File: src/rtl/riscv_imm_pkg.sv
// Shared immediate-type coding, RISC-V major opcodes and the raw immediate layout helper.
package riscv_imm_pkg;

  typedef enum logic [2:0] {
    IMM_I       = 3'b000,
    IMM_S       = 3'b001,
    IMM_B       = 3'b010,
    IMM_J       = 3'b011,
    IMM_U       = 3'b100,
    IMM_Z       = 3'b101,
    IMM_NONE    = 3'b110,
    IMM_ILLEGAL = 3'b111
  } imm_type_t;

  localparam logic [6:0] OPC_LOAD      = 7'b0000011;
  localparam logic [6:0] OPC_OP_IMM    = 7'b0010011;
  localparam logic [6:0] OPC_JALR      = 7'b1100111;
  localparam logic [6:0] OPC_STORE     = 7'b0100011;
  localparam logic [6:0] OPC_BRANCH    = 7'b1100011;
  localparam logic [6:0] OPC_JAL       = 7'b1101111;
  localparam logic [6:0] OPC_LUI       = 7'b0110111;
  localparam logic [6:0] OPC_AUIPC     = 7'b0010111;
  localparam logic [6:0] OPC_OP_IMM_32 = 7'b0011011;
  localparam logic [6:0] OPC_OP        = 7'b0110011;
  localparam logic [6:0] OPC_OP_32     = 7'b0111011;
  localparam logic [6:0] OPC_SYSTEM    = 7'b1110011;

  // Returns the immediate already sign-extended to 32 bits; callers widen from bit 31.
  function automatic logic [31:0] imm_layout(input logic [31:0] instr, input imm_type_t t);
    logic [31:0] r;
    r = '0;
    case (t)
      IMM_I:   r = {{20{instr[31]}}, instr[31:20]};
      IMM_S:   r = {{20{instr[31]}}, instr[31:25], instr[11:7]};
      IMM_B:   r = {{19{instr[31]}}, instr[31], instr[7], instr[30:25], instr[11:8], 1'b0};
      IMM_J:   r = {{11{instr[31]}}, instr[31], instr[19:12], instr[20], instr[30:21], 1'b0};
      IMM_U:   r = {instr[31:12], 12'b0};
      IMM_Z:   r = {27'b0, instr[19:15]};
      default: r = '0;
    endcase
    return r;
  endfunction

endpackage

File: src/rtl/imm_decode.sv
// Immediate decoder: opcode -> type, extended immediate, illegal flag. IMM_ZICSR_EN adds the Z type.
// Combinational, no backpressure of its own.
module imm_decode
  import riscv_imm_pkg::*;
#(
  parameter int XLEN = 32
) (
  input  logic [31:0]     instr,
  output logic [XLEN-1:0] imm,
  output imm_type_t       imm_type,
  output logic            illegal
);

  logic [31:0] raw;

  always_comb begin
    imm_type = IMM_ILLEGAL;
    case (instr[6:0])
      OPC_LOAD, OPC_OP_IMM, OPC_JALR: imm_type = IMM_I;
      OPC_STORE:                      imm_type = IMM_S;
      OPC_BRANCH:                     imm_type = IMM_B;
      OPC_JAL:                        imm_type = IMM_J;
      OPC_LUI, OPC_AUIPC:             imm_type = IMM_U;
      OPC_OP_IMM_32:                  imm_type = (XLEN == 64) ? IMM_I : IMM_ILLEGAL;
      OPC_OP:                         imm_type = IMM_NONE;
      OPC_OP_32:                      imm_type = (XLEN == 64) ? IMM_NONE : IMM_ILLEGAL;
`ifdef IMM_ZICSR_EN
      // funct3[2] selects the CSR-immediate forms, which carry zimm in rs1.
      OPC_SYSTEM:                     imm_type = instr[14] ? IMM_Z : IMM_I;
`else
      OPC_SYSTEM:                     imm_type = IMM_I;
`endif
      default:                        imm_type = IMM_ILLEGAL;
    endcase
  end

  assign raw     = imm_layout(instr, imm_type);
  assign imm     = XLEN'(signed'(raw));
  assign illegal = (imm_type == IMM_ILLEGAL);

endmodule

File: src/rtl/imm_gen_stage.sv
// Registered immediate-generation stage: decode + pc+imm, 2-entry skid buffer (IMM_ZICSR_EN enables Z).
// Latency 1 cycle; full throughput; in_ready = !skid valid, so it is a flop.
module imm_gen_stage
  import riscv_imm_pkg::*;
#(
  parameter int XLEN  = 32,
  parameter int TAG_W = 4
) (
  input  logic             clk,
  input  logic             rst_n,
  input  logic             in_valid,
  output logic             in_ready,
  input  logic [31:0]      in_instr,
  input  logic [XLEN-1:0]  in_pc,
  input  logic [TAG_W-1:0] in_tag,
  output logic             out_valid,
  input  logic             out_ready,
  output logic [XLEN-1:0]  out_imm,
  output logic [XLEN-1:0]  out_target,
  output imm_type_t        out_type,
  output logic             out_illegal,
  output logic [XLEN-1:0]  out_pc,
  output logic [TAG_W-1:0] out_tag
);

  if (XLEN != 32 && XLEN != 64) begin : g_bad_xlen
    $error("imm_gen_stage: XLEN must be 32 or 64");
  end

  typedef struct packed {
    logic [XLEN-1:0]  imm;
    logic [XLEN-1:0]  target;
    imm_type_t        typ;
    logic             illegal;
    logic [XLEN-1:0]  pc;
    logic [TAG_W-1:0] tag;
  } beat_t;

  logic [XLEN-1:0] dec_imm;
  imm_type_t       dec_type;
  logic            dec_illegal;
  beat_t           new_beat;
  beat_t           main_q, skid_q;
  logic            main_vld, skid_vld;
  logic            accept, drain;

  imm_decode #(.XLEN(XLEN)) u_decode (
    .instr    (in_instr),
    .imm      (dec_imm),
    .imm_type (dec_type),
    .illegal  (dec_illegal)
  );

  always_comb begin
    new_beat         = '0;
    new_beat.imm     = dec_imm;
    new_beat.target  = in_pc + dec_imm;
    new_beat.typ     = dec_type;
    new_beat.illegal = dec_illegal;
    new_beat.pc      = in_pc;
    new_beat.tag     = in_tag;
  end

  assign in_ready = !skid_vld;
  assign accept   = in_valid && in_ready;
  assign drain    = main_vld && out_ready;

  // Skid only fills while main is held; it always empties into main on the next drain.
  always_ff @(posedge clk or negedge rst_n) begin
    if (!rst_n) begin
      main_q   <= '0;
      skid_q   <= '0;
      main_vld <= 1'b0;
      skid_vld <= 1'b0;
    end else if (drain) begin
      if (skid_vld) begin
        main_q   <= skid_q;
        skid_vld <= 1'b0;
      end else if (accept) begin
        main_q   <= new_beat;
      end else begin
        main_vld <= 1'b0;
      end
    end else if (accept) begin
      if (!main_vld) begin
        main_q   <= new_beat;
        main_vld <= 1'b1;
      end else begin
        skid_q   <= new_beat;
        skid_vld <= 1'b1;
      end
    end
  end

  assign out_valid   = main_vld;
  assign out_imm     = main_q.imm;
  assign out_target  = main_q.target;
  assign out_type    = main_q.typ;
  assign out_illegal = main_q.illegal;
  assign out_pc      = main_q.pc;
  assign out_tag     = main_q.tag;

endmodule

File: config.mk
export PLATFORM = sky130hd
export DESIGN_NAME = imm_gen_stage
export DESIGN_NICKNAME = d
export VERILOG_FILES = /design/src/rtl/riscv_imm_pkg.sv /design/src/rtl/imm_decode.sv /design/src/rtl/imm_gen_stage.sv
export SDC_FILE = /design/constraint.sdc
export NUM_CORES = 1
export LEC_CHECK = 0
export ABC_CLOCK_PERIOD_IN_PS = 1600
export CORE_AREA = 5 5 170 172
export DETAILED_ROUTE_END_ITERATION = 8
export DIE_AREA = 0 0 175 177
export PLACE_DENSITY_LB_ADDON = 0.12
export SYNTH_ARGS = -nofsm -noshare
export SYNTH_HDL_FRONTEND = slang
export SYNTH_SLANG_ARGS = --single-unit
File: constraint.sdc
create_clock -name clk -period 1.6 [get_ports clk]
set_input_delay 0.4 -clock clk [delete_from_list [all_inputs] [get_ports clk]]
set_output_delay 0.4 -clock clk [all_outputs]
set_load 0.1 [all_outputs]
==> run_results.csv, run 1 <==
group,metric,value,unit
status,status,"complete, but fails checks",
synthesis,synth_top_area_share,49.1,%
route,routedWlPerCell,22.9,um
grt,antenna_found_initial,0,
synthesis,synth.distinct_cells,57,
power,p_leak,0.00954,uW
synthesis,ys_seq_area_share,49.1,%
grt,grt_overflow,0,
synthesis,syn-cell-area,0.0107,mm2
synthesis,synth_edf_count,0,
clock_tree,htreeDepth,1,
synthesis,synth_flop_cell,"dfrtp_1",
floorplan,die_w,175,um
placed_design,dp_hpwl,25800,um
setup_path,endpoint_kind,"register",
synthesis,synth_top_area_cell,"dfrtp_1",
route,wl,48600,um
placed_design,place_ws,-2610,ps
placed_design,dp.cells,1953,
clock_tree,cts_buffers,24,
route,vias,12000,
status,violations,"negative setup slack",
setup_path,critPathArrivalTime,3700,ps
floorplan,dieArea,0.0310,mm2
synthesis,syn-instance-count,1262,
layout,num-nets-final,1867,
layout,final_cells,2126,
timing,fin_crit_sh,205,%
setup_path,path_delay_family,"compound AO/OA/AOI/OAI gates",
grt,track_usage,25.1,%
placed_design,io_buffers,177,
clock_tree,cts_root_buffer,"clkbuf_16",
clock_tree,clk_pin_slew_worst_paths,60,ps
timing,fin_crit,3280,ps
grt,grt_pass1_vias,11200,
timing,worst_pin_slew,435,ps
route,drtPass1Iterations,5,
floorplan,start_util,39.2,%
setup_path,worstSetupStartpointType,"primary input",
synthesis,synth_most_common_cell,"nand2_1",
grt,grt_max_degree,87,
setup_path,critPathSlowestCell,"a2111o_1",
layout,fill_cells,1753,
grt,grt_pass1_wl,62000,um
synthesis,synthTopCellsByArea,"dfrtp_1 49%, nand2_1 11%, o21ai_0 5.8%",
layout,drive_above_1_share,50.3,%
layout,areaGrowthSynthToFinish,94.4,%
layout,diodes,0,
setup_path,cp.required,2020,ps
synthesis,async_reset_ff_share,100,%
timing,rsz0062_at_grt,"yes",
timing,hold_viol_final,0,
setup_path,crit_type,"primary input to register",
clock_tree,clockBufferDepth,3,
route,via_per_inst,5.63,
timing,slew_headroom,70.7,%
clock_tree,cts_tree,"done",
route,drcViolationCount,0,
synthesis,ys_ff_latch,210,
timing,drv_slew,0,
timing,setup_viol,203,
floorplan,io_pins,178,
timing,whs,361,ps
timing,finalClockSkew,23.8,ps
floorplan,core_region_area,0.0273,mm2
floorplan,core.rowCount,61,
route,ant_nets,0,
synthesis,syn-num-nets,1366,
power,ir_drop,1.77,mV
power,power_density,1910,mW/mm2
floorplan,fp.dieH,177,um
placed_design,gp_congestion,0.858,
route,dr.first_iter.drc_count,846,
timing,tns,-100720,ps
flow_run,maxCapViolCount,0,
setup_path,path_buf_inv,4,
min_path,hp-class,"primary input to async pin",
timing,fmax,305,MHz
clock_tree,clock_sinks,210,
setup_path,crit_chain,"buf_12, a2111o_1, a21oi_4, and2_4, a21boi_4, buf_6, a21oi_4, inv_2, ha_4, a21oi_4, o21ai_4, nor3_4, buf_4, a211oi_2, nor2b_1, xor2_1, o21ai_1, o21a_1",
clock_tree,clk_latency,530,ps
setup_path,path_common_cell,"a21oi_4",
synthesis,netlist_top_cells_count,"325 x nand2_1, 210 x dfrtp_1, 125 x o21ai_0",
synthesis,syn_avg_cell_area,8.48,um2
setup_path,slowest_delay,450,ps
setup_path,cp_max_fo,7,
synthesis,yosysWarnings,0,
timing,layout_setup_ws,-1680,ps
-- worst reg2reg max path, cell delays in order (launching register included) --
cell,delay [ps]
dfrtp_4,500
inv_4,90
mux2i_4,240
buf_6,160
o21a_4,240
buf_12,140
buf_16,120
and3_1,180
mux2i_1,80
nand2_1,100
-- cells by family (layout without fill, tap and decap cells) --
group,after synthesis,after routing,share of synthesized area (%)
DFF,210,210,49.1
adders and majority gates,32,32,3.81
muxes,7,7,0.655
AOI/OAI and AO/OA,371,372,21.1
xor gates and xnor gates,30,30,2.46
and+or+nand+nor,489,490,18.5
buffers and inverters,123,639,4.38
-- per-layer routing --
metal | vias up | routed length [um] | track usage (%)
met5 | - | 0 | 0
met2 | 568 | 23000 | 43.1
li1 | 5343 | - | -
met4 | 0 | 3340 | 5.86
met1 | 5862 | 18800 | 33.5
met3 | 198 | 3500 | 4.27
-- stage by stage --
step                utilization [%]  total power (uW)  area, um2
floorplan                         -             20600      11100
global placement               58.3             28800      15900
detailed placement             58.3             29000      15900
CTS                            67.9             37000      18600
global route                   76.1             41000      20800
finish                         76.1             39700      20800
-- cell usage in the layout, fill, tap and decap left out, types with 14 or more instances in the layout --
cell,n
nand2_1,235
nand2_4,36
buf_12,141
nand2_2,55
dfrtp_1,208
a21o_1,26
clkdlybuf4s50_1,63
o21ai_2,39
inv_1,25
buf_6,65
buf_4,233
a31oi_1,38
ha_4,15
inv_2,14
nor2_4,26
clkbuf_16,47
nor2_2,17
buf_16,16
o21ai_1,82
nor2_1,56
ha_1,15
a21oi_4,15
a21oi_1,27
a21oi_2,53
-- power by group --
part | internal [uW] | switching, uW | leakage, uW | total (uW)
Clock | 3440 | 2300 | 0.000406 | 5740
Combinational | 9910 | 14500 | 0.00651 | 24400
Sequential | 7400 | 2160 | 0.00263 | 9560
-- final cells by class --
class	instances	area [um2]	share of cell area (%)
multi-input cells	931	7000	33.7
clock buffers	33	716	3.44
well taps	346	433	2.08
flip-flops and latches	210	5260	25.3
clock inverters	10	109	0.523
repair buffers	555	7120	34.2
inverters	41	160	0.770
-- flip-flops by register name, summed over array words and instances (netlist names) --
name / flops
out_pc: 32
out_imm: 32
out_target: 32
out_illegal: 1
skid_vld: 1
out_tag: 4
skid_q: 104
out_valid: 1
out_type: 3
-- path summary, 6_finish.rpt --
check | start | endpoint | slack (ps) | cells past startpoint
setup / recovery | in_instr[4] | out_target[18] | -1680 | 18
hold / removal | rst_n | skid_q[20] | 360 | 2
setup reg to reg | out_valid | out_target[26] | -300 | 9
hold reg to reg | skid_q[63] | skid_q[63] | 480 | 2
max in group asynchronous | rst_n | out_tag[0] | 550 | 3
min in group clk | in_tag[2] | skid_q[2] | 460 | 3
-- repair_timing --
action                                  in CTS  in global routing
endpoints found under the setup margin     170                210
hold endpoints to repair                    39                  0
pin swaps                                   69                107
gates resized for setup                    295                378
setup buffers                               59                 46
hold buffers                                 1                  0
cloned                                      20                 35
Power figures use the tool's default switching activity.
==> run 2: changes to the inputs <==
--- a/config.mk
+++ b/config.mk
@@ -7,7 +7,7 @@
 export LEC_CHECK = 0
 export ABC_CLOCK_PERIOD_IN_PS = 1600
-export CORE_AREA = 5 5 170 172
+export CORE_AREA = 2 2 167 169
 export DETAILED_ROUTE_END_ITERATION = 8
-export DIE_AREA = 0 0 175 177
+export DIE_AREA = 0 0 169 171
 export PLACE_DENSITY_LB_ADDON = 0.12
 export SYNTH_ARGS = -nofsm -noshare
==> constraint.sdc (replaced) <==
create_clock -name clk -period 1.6 [get_ports clk]
set_input_delay 0.4 -clock clk [delete_from_list [all_inputs] [get_ports clk]]
set_output_delay 0.4 -clock clk [all_outputs]
set_load 0.005 [all_outputs]
==> run 2 against run 1 <==
  * Routed wire length is 13% lower
  * Critical endpoint is now skid_q[71]
  * Via count down 5.0%
  * The flow still finishes with violations (negative setup slack)
  * Hold slack improved by 25 ps
  * Power shrank 31%
  * Highest routed layer unchanged
  * Critical path type unchanged
  * Worst setup slack gained 160 ps
==> run_results.csv, run 2 (synthesis results as in run 1) <==
group,metric,value,unit
route,drcViolationCount,0,
clock_tree,cts_root_buffer,"clkbuf_16",
setup_path,path_common_cell,"buf_4",
layout,drive_above_1_share,40.2,%
grt,grt_overflow,0,
floorplan,core.rowCount,61,
layout,diodes,0,
setup_path,crit_type,"primary input to register",
route,wl,42000,um
setup_path,endpoint_kind,"register",
floorplan,fp.dieH,171,um
timing,slew_headroom,69.6,%
clock_tree,cts_buffers,24,
grt,grt_max_degree,56,
setup_path,critPathArrivalTime,3530,ps
route,dr.first_iter.drc_count,948,
clock_tree,clockBufferDepth,3,
timing,worst_pin_slew,457,ps
layout,num-nets-final,1857,
grt,track_usage,26.7,%
floorplan,core_region_area,0.0273,mm2
layout,finalCoreUtilization,69.4,%
floorplan,start_util,39.2,%
floorplan,dieArea,0.0289,mm2
route,drtPass1Iterations,5,
grt,grt_pass1_wl,60400,um
timing,fin_crit_sh,195,%
timing,layout_setup_ws,-1520,ps
min_path,hp-class,"primary input to async pin",
timing,finalClockSkew,11.0,ps
timing,rsz0062_at_grt,"yes",
grt,antenna_found_initial,0,
layout,fin_area,0.0190,mm2
placed_design,io_buffers,177,
timing,fin_crit,3120,ps
route,vias,11400,
power,p_leak,0.00905,uW
power,power_density,1440,mW/mm2
power,ir_drop,0.810,mV
setup_path,slowest_delay,300,ps
route,via_per_inst,5.37,
placed_design,gp_congestion,0.853,
status,violations,"negative setup slack",
floorplan,io_pins,178,
timing,hold_viol_final,0,
placed_design,place_ws,-2600,ps
route,routedWlPerCell,19.9,um
layout,final_common_cell,"nand2_1",
timing,drv_slew,0,
timing,fmax,320,MHz
placed_design,place_area,0.0146,mm2
timing,setup_viol,214,
flow_run,maxCapViolCount,0,
layout,fill_cells,2062,
setup_path,cp_max_fo,6,
clock_tree,cts_tree,"done",
layout,areaGrowthSynthToFinish,77.1,%
setup_path,cp.required,2010,ps
placed_design,dp_hpwl,24900,um
clock_tree,clk_pin_slew_worst_paths,60,ps
setup_path,critPathSlowestCell,"or3_1",
status,status,"complete, but fails checks",
layout,largest_reg_flops,104,
setup_path,worstSetupStartpointType,"primary input",
clock_tree,clock_sinks,210,
clock_tree,clk_latency,530,ps
route,ant_nets,0,
layout,regMostFlops,"skid_q",
floorplan,die_w,169,um
timing,whs,386,ps
timing,tns,-92550,ps
setup_path,crit_chain,"buf_8, buf_6, buf_6, or3_1, a21o_1, nand4_1, o21a_1, inv_2, ha_4, buf_4, buf_4, a21o_1, nand4_1, buf_4, a211oi_4, o2111ai_2, nand2_4, a211oi_4, buf_4, xnor2_2, o21ai_1",
layout,layout_common_cells,"269 x nand2_1, 241 x buf_4, 209 x dfrtp_1",
clock_tree,htreeDepth,1,
grt,grt_pass1_vias,10900,
==> run 2: cell types whose count changed in the layout (fill, tap and decap cells not counted), moves of 7 or more <==
cell             change
nand2_4             -10
buf_6               -11
clkbuf_16            -9
ha_1                 +7
buf_4                +8
nor2_1              +15
nand2_2             -24
dlygate4sd2_1       +86
clkdlybuf4s15_1     +17
nor2_4              -10
buf_12             -112
a21oi_1              +9
nand2_1             +34
a21oi_2              -7
==> run 2: worst paths after layout <==
| path | startpoint | endpoint | slack, ps | depth (start not counted) |
|---|---|---|---|---|
| max in group asynchronous | rst_n | out_pc[1] | 590 | 3 |
| setup reg to reg | out_valid | skid_q[45] | -200 | 9 |
| setup / recovery | in_instr[2] | skid_q[71] | -1520 | 21 |
| hold reg to reg | out_imm[31] | out_imm[31] | 470 | 2 |
| min in group clk | in_tag[3] | skid_q[3] | 450 | 3 |
| hold / removal | rst_n | out_pc[28] | 390 | 2 |
==> run 2: timing repair <==
| action | CTS | global route |
|---|---|---|
| gates resized for setup | 473 | 270 |
| pin swaps | 107 | 122 |
| cloned | 20 | 14 |
| setup buffers | 81 | 50 |
| hold buffers | 1 | 0 |
| hold endpoints to repair | 38 | 0 |
| setup endpoints to repair | 264 | 252 |
==> run 2: stage by stage <==
| step | cells | power (uW) |
|---|---|---|
| 3_5_place_dp | 1935 | 17400 |
| 4_1_cts | 2075 | 25200 |
| 2_1_floorplan | 1262 | 12400 |
| 6_report | 2116 | 27300 |
| 5_1_grt | 2116 | 28800 |
| 3_3_place_gp | 1935 | 17300 |
==> run 2: metal layers <==
metal | global-route usage [%] | share of wire (%) | vias to the layer above
met3 | 4.51 | 6.4 | 76
li1 | - | - | 5312
met1 | 36.4 | 43 | 5605
met4 | 7.80 | 3.0 | 0
met2 | 44.0 | 48 | 374
met5 | 0 | 0 | -
==> run 2: cell type report <==
| cell class | instances | area, um2 | area share [%] |
|---|---|---|---|
| Multi-Input combinational cell | 929 | 6540 | 34.5 |
| Timing Repair Buffer | 547 | 5760 | 30.4 |
| Sequential cell | 210 | 5260 | 27.7 |
| Clock buffer | 32 | 692 | 3.65 |
| Tap cell | 346 | 433 | 2.28 |
| Inverter | 41 | 159 | 0.838 |
| Clock inverter | 11 | 113 | 0.594 |
==> run 2: critical path, delay by kind of cell <==
family,cells,cell delay [ps]
AO/OA/AOI/OAI,7,1250
buffers and inverters,8,950
XOR/XNOR,1,100
adder cells (fa/ha/maj),1,160
AND/OR/NAND/NOR,4,650
==> run 2: where the power goes <==
part	total, uW	internal [uW]	switching (uW)
Clock	5670	3350	2320
Combinational	12900	6980	5940
Sequential	8740	7380	1360
==> run 3: changes to the inputs <==
Settings changed: GPL_TIMING_DRIVEN set to 0.
==> run 3 against run 2 <==
  * The run ends with negative hold slack, negative setup slack left
  * Non-clock buffer count shrank 170
  * Largest cell class unchanged
  * Utilization shrank 6.0 points
  * Sequential cell count is the same
==> run_results.csv, run 3 (synthesis results as in run 1) <==
group,metric,value,unit
status,status,"complete, but fails checks",
status,violations,"negative hold slack, negative setup slack",
setup_path,crit_type,"primary input to register",
timing,slew_headroom,52.2,%
route,via_per_inst,5.55,
grt,grt_pass1_vias,10100,
clock_tree,htreeDepth,1,
floorplan,io_pins,178,
layout,multi_input_area,0.00629,mm2
layout,areaGrowthSynthToFinish,61.7,%
timing,worst_pin_slew,717,ps
setup_path,crit_chain,"buf_12, a2111o_1, a21oi_4, clkbuf_8, nand4_1, o21a_2, inv_2, ha_4, inv_2, fa_2, nand2b_4, a21oi_4, o211ai_1, a21oi_2, a21oi_4, a21bo_2, mux2i_1, a221o_1",
layout,largest_reg_flops,104,
layout,drive_above_1_share,30.7,%
route,vias,10800,
placed_design,io_buffers,174,
timing,whs,-97.5,ps
power,pwr-share-seq,32.0,%
clock_tree,cts_root_buffer,"clkbuf_16",
power,finalPower,27200,uW
clock_tree,cts_tree,"done",
timing,hold_viol_final,83,
power,p_comb_share,45.9,%
grt,track_usage,26.3,%
timing,fin_crit,3360,ps
timing,setup_viol,214,
layout,layout_common_cells,"281 x nand2_1, 209 x dfrtp_1, 76 x buf_4",
setup_path,worstReg2RegStart,"out_valid",
timing,layout_setup_ws,-1760,ps
flow_run,maxCapViolCount,0,
floorplan,core_region_area,0.0273,mm2
grt,grt_overflow,0,
timing,drv_slew,0,
placed_design,dp_hpwl,26200,um
grt,antenna_found_initial,1,
route,routedWlPerCell,21.3,um
placed_design,gp_congestion,0.929,
setup_path,path_common_cell,"a21oi_4",
clock_tree,clk_pin_slew_worst_paths,60,ps
setup_path,cp_max_fo,7,
setup_path,startpoint,"in_instr[4]",
power,power_density,1570,mW/mm2
floorplan,die_w,169,um
route,wl,41500,um
grt,grt_pass1_wl,58300,um
placed_design,place_ws,-3160,ps
placed_design,dp.cells,1783,
route,ant_nets,0,
floorplan,fp.dieH,171,um
route,drcViolationCount,0,
timing,rsz0062_at_grt,"yes",
power,ir_drop,0.713,mV
route,drtPass1Iterations,7,
clock_tree,clockBufferDepth,3,
timing,fmax,298,MHz
clock_tree,clk_latency,530,ps
setup_path,critPathArrivalTime,3770,ps
power,p_switching,9650,uW
setup_path,slowest_delay,450,ps
setup_path,worstSetupStartpointType,"primary input",
layout,finalCoreUtilization,63.3,%
timing,fin_crit_sh,210,%
floorplan,dieArea,0.0289,mm2
floorplan,start_util,39.2,%
power,p_sw_share,35.5,%
route,dr.first_iter.drc_count,1031,
layout,final_cells,1947,
setup_path,critPathSlowestCell,"a2111o_1",
setup_path,cp.required,2010,ps
layout,regArea,0.00526,mm2
clock_tree,clock_sinks,210,
layout,final_common_cell,"nand2_1",
floorplan,core.rowCount,61,
power,p_leak,0.00842,uW
timing,tns,-107900,ps
power,p_clk_share,22.1,%
power,intPower,17500,uW
setup_path,endpoint_kind,"register",
layout,regMostFlops,"skid_q",
clock_tree,cts_buffers,24,
layout,fill_cells,2252,
grt,grt_max_degree,112,
timing,finalClockSkew,9.11,ps
min_path,hp-class,"primary input to async pin",
layout,num-nets-final,1687,
[run 3: cell count changes in the layout (fill, tap and decap cells not counted), moves of 14 or more]
cell and change:
buf_16 -18, buf_4 -165, dlygate4sd2_1 -40, dlymetal6s2s_1 +41, buf_6 -23, o21ai_0 +30
nand2_4 -14, o21ai_2 -19
[run 3: stage by stage]
stage	instance area, um2	hold slack, ps
5_1_grt	17300	-50.3
4_1_cts	15700	-37.8
6_report	17300	-97.5
3_5_place_dp	13000	462
2_1_floorplan	10800	104
3_3_place_gp	13000	457
[run 3: timing repair]
action | 4_1_cts | 5_1_grt
pin swaps | 78 | 74
endpoints found under the hold margin | 99 | 3
resized for setup | 442 | 316
cloned | 12 | 13
setup buffers | 59 | 49
setup endpoints to repair | 314 | 294
[run 3: path summary, 6_finish.rpt]
kind | endpoint | cells past startpoint | slack (ps)
worst max-delay path | out_target[30] | 18 | -1760
worst min-delay path | skid_q[30] | 1 | -100
worst max register to register | out_target[29] | 8 | -280
worst min register to register | skid_q[22] | 2 | 470
max in group asynchronous | out_pc[29] | 2 | 250
min in group clk | skid_vld | 2 | 420
[run 3: routing by layer]
layer	global-route usage, %	vias up	wire length, um
met1	37.0	5297	18000
met5	0	-	0
met3	3.24	89	2850
met4	9.40	0	1670
li1	-	4952	-
met2	41.9	460	19000
[run 3: area by class of cell]
type,instances,share of cell area (%)
diodes,1,0.0145
plain buffers,74,5.57
clock buffers,28,3.85
clock inverters,15,1.07
inverters,41,0.904
multi-input cells,929,36.4
flip-flops and latches,210,30.4
well taps,346,2.50
repair buffers,303,19.4
[run 3: critical path, delay by kind of cell]
kind,cells,cell delay (ps)
fa+ha+maj,2,480
buf+inv,4,390
compound gates,9,2120
simple gates,2,250
mux,1,120
[run 3: power by group through the flow]
stage	Combinational (uW)	Sequential, uW	Clock, uW
after floorplan	3890	8470	0
after global routing	13400	8890	6270
after global placement	7950	8650	0
after detailed placement	8070	8660	0
final	12500	8680	6010
after CTS	10200	8590	6050
